--- src/rtl/noc_ctrl_pkg.sv ---
// Shared types for the NoC layer sequencer: FSM state encoding and error codes.
package noc_ctrl_pkg;

  typedef enum logic [3:0] {
    S_IDLE,
    S_LOAD,
    S_MM,
    S_RQ0,
    S_POST,
    S_RQ1,
    S_WRITE,
    S_NEXT,
    S_DONE,
    S_ERROR
  } state_t;

  localparam logic [2:0] ERR_NONE    = 3'd0;
  localparam logic [2:0] ERR_LOAD    = 3'd1;
  localparam logic [2:0] ERR_WRITE   = 3'd2;
  localparam logic [2:0] ERR_TIMEOUT = 3'd3;
  localparam logic [2:0] ERR_ABORT   = 3'd4;
  localparam logic [2:0] ERR_CFG     = 3'd5;

  // States that wait on an external completion and are guarded by the watchdog.
  function automatic logic is_wait(state_t s);
    return (s == S_LOAD) || (s == S_MM) || (s == S_RQ0) || (s == S_POST) ||
           (s == S_RQ1) || (s == S_WRITE);
  endfunction

endpackage

--- src/rtl/noc_watchdog.sv ---
// Per-state watchdog: counts while enabled, restarts on clear, flags the last allowed cycle.
module noc_watchdog #(
  parameter int TMO_W = 20
) (
  input  logic             clk,
  input  logic             rstn,
  input  logic             clr,
  input  logic             en,
  input  logic [TMO_W-1:0] limit,
  output logic             expired
);

  logic [TMO_W-1:0] count;

  always_ff @(posedge clk) begin
    if (!rstn) begin
      count <= '0;
    end else if (clr) begin
      count <= '0;
    end else if (en) begin
      count <= count + TMO_W'(1);
    end
  end

  // A limit of zero disables the watchdog entirely.
  assign expired = (limit != '0) && (count == limit - TMO_W'(1));

endmodule

--- src/rtl/noc_tiled_layer_sequencer.sv ---
// Tile-looping control FSM for one BERT layer stage: loads, MM, requant, optional post-op, write.
module noc_tiled_layer_sequencer
  import noc_ctrl_pkg::*;
#(
  parameter int NUM_LOAD = 2,
  parameter int TILE_W   = 8,
  parameter int TMO_W    = 20
) (
  input  logic                clk,
  input  logic                rstn,
  input  logic                start,
  input  logic                abort,
  input  logic [TILE_W-1:0]   cfg_num_tiles,
  input  logic                cfg_post_en,
  input  logic [TMO_W-1:0]    cfg_timeout,
  output logic                busy,
  output logic                done,
  output logic                error,
  output logic [2:0]          err_code,
  output logic [TILE_W-1:0]   err_tile,
  output logic [TILE_W-1:0]   tile_idx,
  output logic [NUM_LOAD-1:0] start_load,
  input  logic [NUM_LOAD-1:0] load_done,
  input  logic [NUM_LOAD-1:0] load_error,
  output logic                start_wr,
  input  logic                wr_done,
  input  logic                wr_error,
  input  logic                mm_done,
  output logic                start_rq0,
  input  logic                rq0_done,
  output logic                start_post,
  input  logic                post_done,
  output logic                start_rq1,
  input  logic                rq1_done,
  output state_t              dbg_state
);

  localparam int CH_W = (NUM_LOAD > 1) ? $clog2(NUM_LOAD) : 1;
  localparam logic [CH_W-1:0] LAST_CH = CH_W'(NUM_LOAD - 1);

  state_t            state, state_n;
  logic [CH_W-1:0]   ch, ch_n;
  logic [TILE_W-1:0] tile_n, err_tile_n, num_tiles_q;
  logic [2:0]        err_code_n, err_n;
  logic [TMO_W-1:0]  timeout_q;
  logic              post_en_q, start_q, cfg_load, entered, entry, active, wd_expired;

  assign active    = is_wait(state) || (state == S_NEXT);
  assign entered   = (state_n != state) || (ch_n != ch);
  assign dbg_state = state;

  noc_watchdog #(.TMO_W(TMO_W)) u_wdog (
    .clk     (clk),
    .rstn    (rstn),
    .clr     (entered),
    .en      (is_wait(state)),
    .limit   (timeout_q),
    .expired (wd_expired)
  );

  // Within a cycle: abort beats error inputs, which beat timeout, which beats completion.
  always_comb begin
    state_n    = state;
    ch_n       = ch;
    tile_n     = tile_idx;
    err_n      = ERR_NONE;
    err_code_n = err_code;
    err_tile_n = err_tile;
    cfg_load   = 1'b0;
    case (state)
      S_IDLE: begin
        if (start && !start_q) begin
          cfg_load   = 1'b1;
          ch_n       = '0;
          tile_n     = '0;
          err_tile_n = '0;
          if (cfg_num_tiles == '0) begin
            state_n    = S_ERROR;
            err_code_n = ERR_CFG;
          end else begin
            state_n    = S_LOAD;
            err_code_n = ERR_NONE;
          end
        end
      end
      S_LOAD: begin
        if (load_error[ch])     err_n = ERR_LOAD;
        else if (wd_expired)    err_n = ERR_TIMEOUT;
        else if (load_done[ch]) begin
          if (ch == LAST_CH) state_n = S_MM;
          else               ch_n    = ch + CH_W'(1);
        end
      end
      S_MM: begin
        if (wr_error)        err_n   = ERR_WRITE;
        else if (wd_expired) err_n   = ERR_TIMEOUT;
        else if (mm_done)    state_n = S_RQ0;
      end
      S_RQ0: begin
        if (wr_error)        err_n   = ERR_WRITE;
        else if (wd_expired) err_n   = ERR_TIMEOUT;
        else if (rq0_done)   state_n = post_en_q ? S_POST : S_WRITE;
      end
      S_POST: begin
        if (wr_error)        err_n   = ERR_WRITE;
        else if (wd_expired) err_n   = ERR_TIMEOUT;
        else if (post_done)  state_n = S_RQ1;
      end
      S_RQ1: begin
        if (wr_error)        err_n   = ERR_WRITE;
        else if (wd_expired) err_n   = ERR_TIMEOUT;
        else if (rq1_done)   state_n = S_WRITE;
      end
      S_WRITE: begin
        if (wr_error)        err_n   = ERR_WRITE;
        else if (wd_expired) err_n   = ERR_TIMEOUT;
        else if (wr_done)    state_n = S_NEXT;
      end
      S_NEXT: begin
        if (tile_idx == num_tiles_q - TILE_W'(1)) begin
          state_n = S_DONE;
        end else begin
          state_n = S_LOAD;
          ch_n    = '0;
          tile_n  = tile_idx + TILE_W'(1);
        end
      end
      S_DONE, S_ERROR: begin
        if (!start) state_n = S_IDLE;
      end
      default: state_n = S_IDLE;
    endcase
    if (abort && active) err_n = ERR_ABORT;
    if (err_n != ERR_NONE) begin
      state_n    = S_ERROR;
      ch_n       = ch;
      tile_n     = tile_idx;
      err_code_n = err_n;
      err_tile_n = tile_idx;
    end
  end

  always_ff @(posedge clk) begin
    if (!rstn) begin
      state       <= S_IDLE;
      ch          <= '0;
      tile_idx    <= '0;
      err_code    <= ERR_NONE;
      err_tile    <= '0;
      start_q     <= 1'b0;
      entry       <= 1'b0;
      num_tiles_q <= '0;
      post_en_q   <= 1'b0;
      timeout_q   <= '0;
    end else begin
      state    <= state_n;
      ch       <= ch_n;
      tile_idx <= tile_n;
      err_code <= err_code_n;
      err_tile <= err_tile_n;
      start_q  <= start;
      entry    <= entered;
      if (cfg_load) begin
        num_tiles_q <= cfg_num_tiles;
        post_en_q   <= cfg_post_en;
        timeout_q   <= cfg_timeout;
      end
    end
  end

  // Start pulses: one cycle, in the cycle after entering the state (or the next load channel).
  always_ff @(posedge clk) begin
    if (!rstn) begin
      busy       <= 1'b0;
      done       <= 1'b0;
      error      <= 1'b0;
      start_load <= '0;
      start_wr   <= 1'b0;
      start_rq0  <= 1'b0;
      start_post <= 1'b0;
      start_rq1  <= 1'b0;
    end else begin
      busy       <= active;
      done       <= (state == S_DONE);
      error      <= (state == S_ERROR);
      start_load <= '0;
      if (entry && state == S_LOAD) start_load[ch] <= 1'b1;
      start_wr   <= entry && (state == S_MM);
      start_rq0  <= entry && (state == S_RQ0);
      start_post <= entry && (state == S_POST);
      start_rq1  <= entry && (state == S_RQ1);
    end
  end

endmodule

--- config.mk ---
export PLATFORM = sky130hd
export DESIGN_NAME = noc_tiled_layer_sequencer
export DESIGN_NICKNAME = d
export VERILOG_FILES = /design/src/rtl/noc_ctrl_pkg.sv /design/src/rtl/noc_watchdog.sv /design/src/rtl/noc_tiled_layer_sequencer.sv
export SDC_FILE = /design/constraint.sdc
export NUM_CORES = 1
export LEC_CHECK = 0
export BUFFER_PORTS_ARGS = -buffer_cell sky130_fd_sc_hd__buf_2
export CORE_MARGIN = 4
export CORE_UTILIZATION = 41
export DETAILED_ROUTE_END_ITERATION = 6
export PLACE_DENSITY = 0.7
export SLEW_MARGIN = 25
export SYNTH_ARGS = -nofsm -noshare
export SYNTH_HDL_FRONTEND = slang
export SYNTH_HIERARCHICAL = 1
export SYNTH_SLANG_ARGS = --single-unit
export TNS_END_PERCENT = 20
--- constraint.sdc ---
create_clock -name clk -period 5.44 [get_ports clk]
set_input_delay 0.816 -clock clk [delete_from_list [all_inputs] [get_ports clk]]
set_output_delay 0.816 -clock clk [all_outputs]
set_load 0.02 [all_outputs]
# Word-level counts from Yosys, hierarchy flattened
# Cells that the tools add are included.
# classes
addsub,5
multipliers,0
div,0
magnitude_cmp,2
n_eq_ne,15
n_shift,0
mux,56
bitwise,2
n_reduce_logical,30
# op_table
cell,n
4-bit 2-to-1 mux,24
4-bit case mux with 9 select lines,1
8-bit 2-to-1 mux,4
20-bit by 1-bit adder with 20-bit output (second input constant),1
20-bit equality test,1
20-bit nonzero test,1
20-bit by 1-bit subtractor with 20-bit output (second input constant),1
4-bit by 3-bit equality test with 1-bit output (second input constant),4
8-bit case mux with 2 select lines,1
3-bit 2-to-1 mux,5
1-bit 2-to-1 mux,14
1-bit logical AND,9
8-bit by 1-bit adder with 8-bit output (second input constant),1
4-bit by 2-bit equality test with 1-bit output (second input constant),2
4-bit equality test (second input constant),2
8-bit equality test,1
8-bit zero test,1
2-bit 2-to-1 mux,4
8-bit by 1-bit subtractor with 8-bit output (second input constant),1
1-bit logical OR,7
2-bit nonzero test,3
5-bit OR reduction,1
4-bit by 1-bit equality test with 1-bit output (second input constant),1
4-bit zero test,1
other kinds (15),19
# word_totals
regBits,84
latch_bits,0
mem_bits_rw,0
romBits,0
inputBits,43
out_inout_bits,32
elab_cells,129
n_memories,0

# Longest topological paths before layout
# depth
word_depth,14
depth_mapped,20
mapped_depth_nobuf,16

# Hierarchy
# Netlist, hierarchy kept.
# by_module_without_submodules
module,instances,cells_per_inst,area_each_um2,seq_area_each_um2
noc_tiled_layer_sequencer,1,402,3249.4,1281.2
noc_watchdog,1,197,1577.8,400.4

# Worst setup path after synthesis
# No wires, ideal clock.
# synth_timing
kind,register to register
from,reg timeout_q[0]
to,reg u_wdog.count[0]
setup_ps,65
arrival_time_ps,3928
required_time_ps,5375
slack_ps,1447
stages_incl_launch_ff,21
path_buffers,4
period_less_slack_ps,3993
cell_sequence,dfxtp_1 inv_1 ha_1 clkbuf_1 or3b_2 nor3_1 o21ai_0 a21oi_1 nand4_1 nor4_2 clkbuf_1 nor2_1 nor4_1 or3_1 buf_2 o21ai_0 a211oi_2 o221ai_1 nand2b_1 clkbuf_1 nor2_1
# synth_between
elab_chain_len,12
elab_cells_between_ends,32
cone_classes,add/sub (1); eq/ne (3); mux (23); reduce/logical (5)
# synth_rtl
element,line,rtl
"start, declared",noc_tiled_layer_sequencer.sv:45,logic [TMO_W-1:0] timeout_q;
"start signal, assigned",noc_tiled_layer_sequencer.sv:166,timeout_q <= cfg_timeout;
20-bit by 1-bit subtractor with 20-bit output,noc_watchdog.sv:26,assign expired = (limit != '0) && (count == limit - TMO_W'(1));
20-bit equality test,noc_watchdog.sv:26,
1-bit logical AND *,noc_watchdog.sv:26,
net wd_expired,noc_tiled_layer_sequencer.sv:46,"logic post_en_q, start_q, cfg_load, entered, entry, active, wd_expired;"
2-bit 2-to-1 mux,n/a,
2-bit 2-to-1 mux (on tied branches),"noc_tiled_layer_sequencer.sv:95, noc_tiled_layer_sequencer.sv:87",
2-bit case mux with 2 select lines,noc_tiled_layer_sequencer.sv:70,case (state)
3-bit 2-to-1 mux,noc_tiled_layer_sequencer.sv:133,if (abort && active) err_n = ERR_ABORT;
3-bit nonzero test,noc_tiled_layer_sequencer.sv:134,if (err_n != ERR_NONE) begin
4-bit 2-to-1 mux or 1-bit 2-to-1 mux (tied branches),noc_tiled_layer_sequencer.sv:134,
4-bit != test or 1-bit != test (tied branches),noc_tiled_layer_sequencer.sv:49,assign entered = (state_n != state) || (ch_n != ch);
1-bit logical OR *,noc_tiled_layer_sequencer.sv:49,
net entered,noc_tiled_layer_sequencer.sv:46,
2-bit OR reduction (no source line) *,n/a,
"end signal, assigned",noc_watchdog.sv:21,count <= count + TMO_W'(1);
"end, declared",noc_watchdog.sv:13,logic [TMO_W-1:0] count;
# The timed path passes the listed nets; every way through them passes the cells marked *.
# A chain may end at the register's enable or synchronous reset.

# Worst setup path after layout
# layout_timing
from,reg timeout_q[0]
to,reg u_wdog.count[4]
# Same word-level chain as after synthesis.

==> out/metrics.yaml <==
outcome:
  run_status: "finished clean"
sta:
  final.hold.worst_slack_ns: 0.477
  time_the_worst_path_needs_with_i_o_delays_and_setup_ns: 4.86
  finalMaxSlewViolations: 0
  maximum_operating_frequency_mhz: 206
  clock_skew_ns: 0.00855
  endpoints_failing_setup: 0
  final_hold_viol_count: 0
  timing.slew.headroom: 0.459
  min_period_over_period: 0.894
  setup_ws_ns: 0.577
  setup_tns_final_ns: 0
  tightestPinTransition_ns: 0.810
  setup_repair_after_global_routing_missed_its_margin: "no"
clocking:
  cts_buffers: 9
  clockBufferDepth: 2
  cts_setup_buffers: 0
  worstSkewPairLatency_ns: 0.34
  post_cts.resized_instances: 0
  tritoncts_clock_tree: "built"
  clk_transition_reported_paths_ns: 0.06
  root_buffer: "clkbuf_16"
  ctsHtreeMaxLevel: 3
  cts.hold.buffers_added: 0
  clock_sink_count: 84
critical_path:
  ff2ff_path_depth: 18
  reg2reg_capture_point: "u_wdog/count[4]$_SDFFE_PP0P_"
  cp_max_fo: 26
  path_class: "flop to flop"
  crit_required_ns: 5.70
  timing.critical_path.to_type: "flop"
  cp_data_arrival_time_ns: 5.12
  startpoint_type: "flop"
  setup.reg_to_reg.worst_slack_ns: 0.58
  regToRegStartpoint: "timeout_q[0]$_SDFFE_PN0P_"
power_and_ir_drop:
  comb_power_share: 0.238
  worst_ir_drop_vdd_v: 0.000181
  switching_share: 0.317
  power_per_cell_area_nw_per_um2: 311
  leakagePower_uw: 0.00211
  p_seq_frac: 0.404
  power.net_switching_uw: 547
  power.internal_uw: 1180
  p_clk_frac: 0.357
logic_synthesis:
  syn-instance-count: 599
  yosysTopAreaCell: "dfxtp_1"
  yosysTopAreaCellShare: 0.348
  syn-num-nets: 647
  asyncSetResetFlopFracSynth: 0
  post_synth.cell_area_avg_um2: 8.06
  ys_seq_area_frac: 0.348
  synth.area.top_cells: "dfxtp_1 35%, nand2_1 8.3%, xnor2_1 5.3%"
  ys_seq_elements: 84
  number_of_enable_type_register_cells_in_the_synthesized_netlist: 0
  post_synth_num_cell_types: 70
  mappedNetlistArea_um2: 4830
  ys_warn_count: 6
  postSynth.topFlopCell: "dfxtp_1"
floorplanning:
  floorplan.die.width_um: 117
  boundaryPins: 75
  standard_cell_rows: 39
  fp.coreArea_um2: 11500
  design.die.area_um2: 13600
  initial_util: 0.421
  chipHeight_um: 117
run:
  maximum_capacitance_violations: 0
finish:
  growth_of_design_area_from_synthesis_to_finish_pct: 15.0
  diodes: 0
  most-common-layout-cells: "107 x nand2_1, 84 x dfxtp_1, 74 x buf_2"
  layout-drive-gt1-share: 0.181
  post-route-cell-area_um2: 5550
  nNetsFinal: 702
  most_common_cell_after_layout_fill_and_taps_aside: "nand2_1"
route:
  detail_route.wirelength_um: 12400
  drtAntennaViolNets: 0
  drt_pre_antenna_iters: 4
  first_iter_violations: 243
  via_count: 4541
  post_dr_vias_cell: 5.66
  drcViolationCount: 0
  post_drt_wl_per_cell_um: 15.5
global_route:
  antenna_found_initial: 0
  grt_first_pass_wirelength_um: 20700
  grt_use_total: 0.188
  grt_remaining_overflow: 0
  grt_start_max_net_pins: 43
  number_of_global_route_vias_before_repair: 4360
place:
  detailed_place.area_um2: 5250
  buffer_ports.inserted: 74
  pre_cts_ws_ns: 0.634
  weighted_congestion_at_the_end_of_routability_driven_global_placement: 0.845
  place.detailed.hpwl_um: 9100
hold_path:
  min_delay_worst_endpoint: "post_en_q$_SDFFE_PN0P_"
  min-delay-path-class: "flop to flop"
  hold_path_startpoint: "post_en_q$_SDFFE_PN0P_"
  timing.hold.worst_path_depth: 2
Yosys cell counts, types with 5 or more instances:
cell	count
a21oi_1	41
and2_1	12
and3_1	8
buf_2	6
clkbuf_1	23
dfxtp_1	84
ha_1	5
inv_1	11
mux2i_1	7
nand2_1	107
nand2b_1	6
nand3_1	11
nand4_1	12
nor2_1	45
nor3_1	18
nor3b_1	12
nor4_1	16
o211ai_1	5
o21a_1	5
o21ai_0	18
or3_1	7
or4_1	5
xnor2_1	29
xor2_1	27
cell type report:
cell class / instances / area (µm²)
multi-input combinational: 468 / 2930
sequential: 84 / 1680
inverter: 11 / 41.3
fill: 1077 / 5920
clock buffer: 10 / 239
clock inverter: 6 / 62.6
timing repair buffer: 80 / 415
tap: 143 / 179
worst max-delay path by stage:
| stage | start | end | depth (start not counted) |
|---|---|---|---|
| after floorplan | timeout_q[0]$_SDFFE_PN0P_ | u_wdog/count[0]$_SDFFE_PP0P_ | 20 |
| after global placement | timeout_q[0]$_SDFFE_PN0P_ | u_wdog/count[13]$_SDFFE_PP0P_ | 18 |
| after detailed placement | timeout_q[0]$_SDFFE_PN0P_ | u_wdog/count[16]$_SDFFE_PP0P_ | 18 |
| after CTS | timeout_q[0]$_SDFFE_PN0P_ | u_wdog/count[16]$_SDFFE_PP0P_ | 18 |
| after global routing | timeout_q[0]$_SDFFE_PN0P_ | u_wdog/count[15]$_SDFFE_PP0P_ | 18 |
| final | timeout_q[0]$_SDFFE_PN0P_ | u_wdog/count[4]$_SDFFE_PP0P_ | 18 |
sequential cells by signal, summed over array words and instances (netlist names):
register and count:
timeout_q 20, u_wdog/count 20, err_tile 8, num_tiles_q 8, tile_idx 8, dbg_state 4, err_code 3, start_load 2
busy 1, ch 1, done 1, entry 1, error 1, post_en_q 1, start_post 1, start_q 1
start_rq0 1, start_rq1 1, start_wr 1
per-stage QoR:
stage | total power [µW] | util | cells
after global routing | 1830 | 0.484 | 802
after detailed placement | 1120 | 0.458 | 786
after global placement | 1110 | 0.458 | 786
after floorplan | 1020 | - | 599
after CTS | 1740 | 0.484 | 802
final | 1730 | 0.484 | 802
critical path, stage by stage (launching register included):
cell,delay (ns)
dfxtp_1,0.37
inv_1,0.11
ha_1,0.36
or3b_2,0.54
nor2_1,0.13
a211oi_1,0.04
a2111oi_0,0.38
nand4_1,0.18
nor4_2,0.17
buf_4,0.22
nor2_1,0.09
nor4_1,0.51
or3_1,0.20
buf_4,0.25
o21ai_0,0.18
a211oi_2,0.21
o221ai_1,0.14
nand2b_1,0.49
nor2_1,0.22
layer usage:
| metal | vias to the layer above | global-route usage | routed length [µm] |
|---|---|---|---|
| li1 | 2249 | - | - |
| met1 | 2149 | 0.245 | 5520 |
| met2 | 130 | 0.315 | 6050 |
| met3 | 13 | 0.0378 | 710 |
| met4 | 0 | 0.0565 | 134 |
| met5 | - | 0 | 0 |
kinds of logic after synthesis:
logic type	Yosys count	share of synthesized area
compound gates	113	0.164
xor+xnor	56	0.102
fa+ha+maj	5	0.0130
buf+inv	47	0.0443
flops	84	0.348
mux	9	0.0200
simple gates	285	0.309
power by group through the flow:
stage                     clock [µW]  combinational, µW  sequential (µW)
after floorplan                    0                321              701
after global placement             0                402              710
after detailed placement           0                408              711
after CTS                        633                411              698
after global routing             664                458              704
final                            617                412              698
Note: power is estimated with default switching activity, not from simulation.
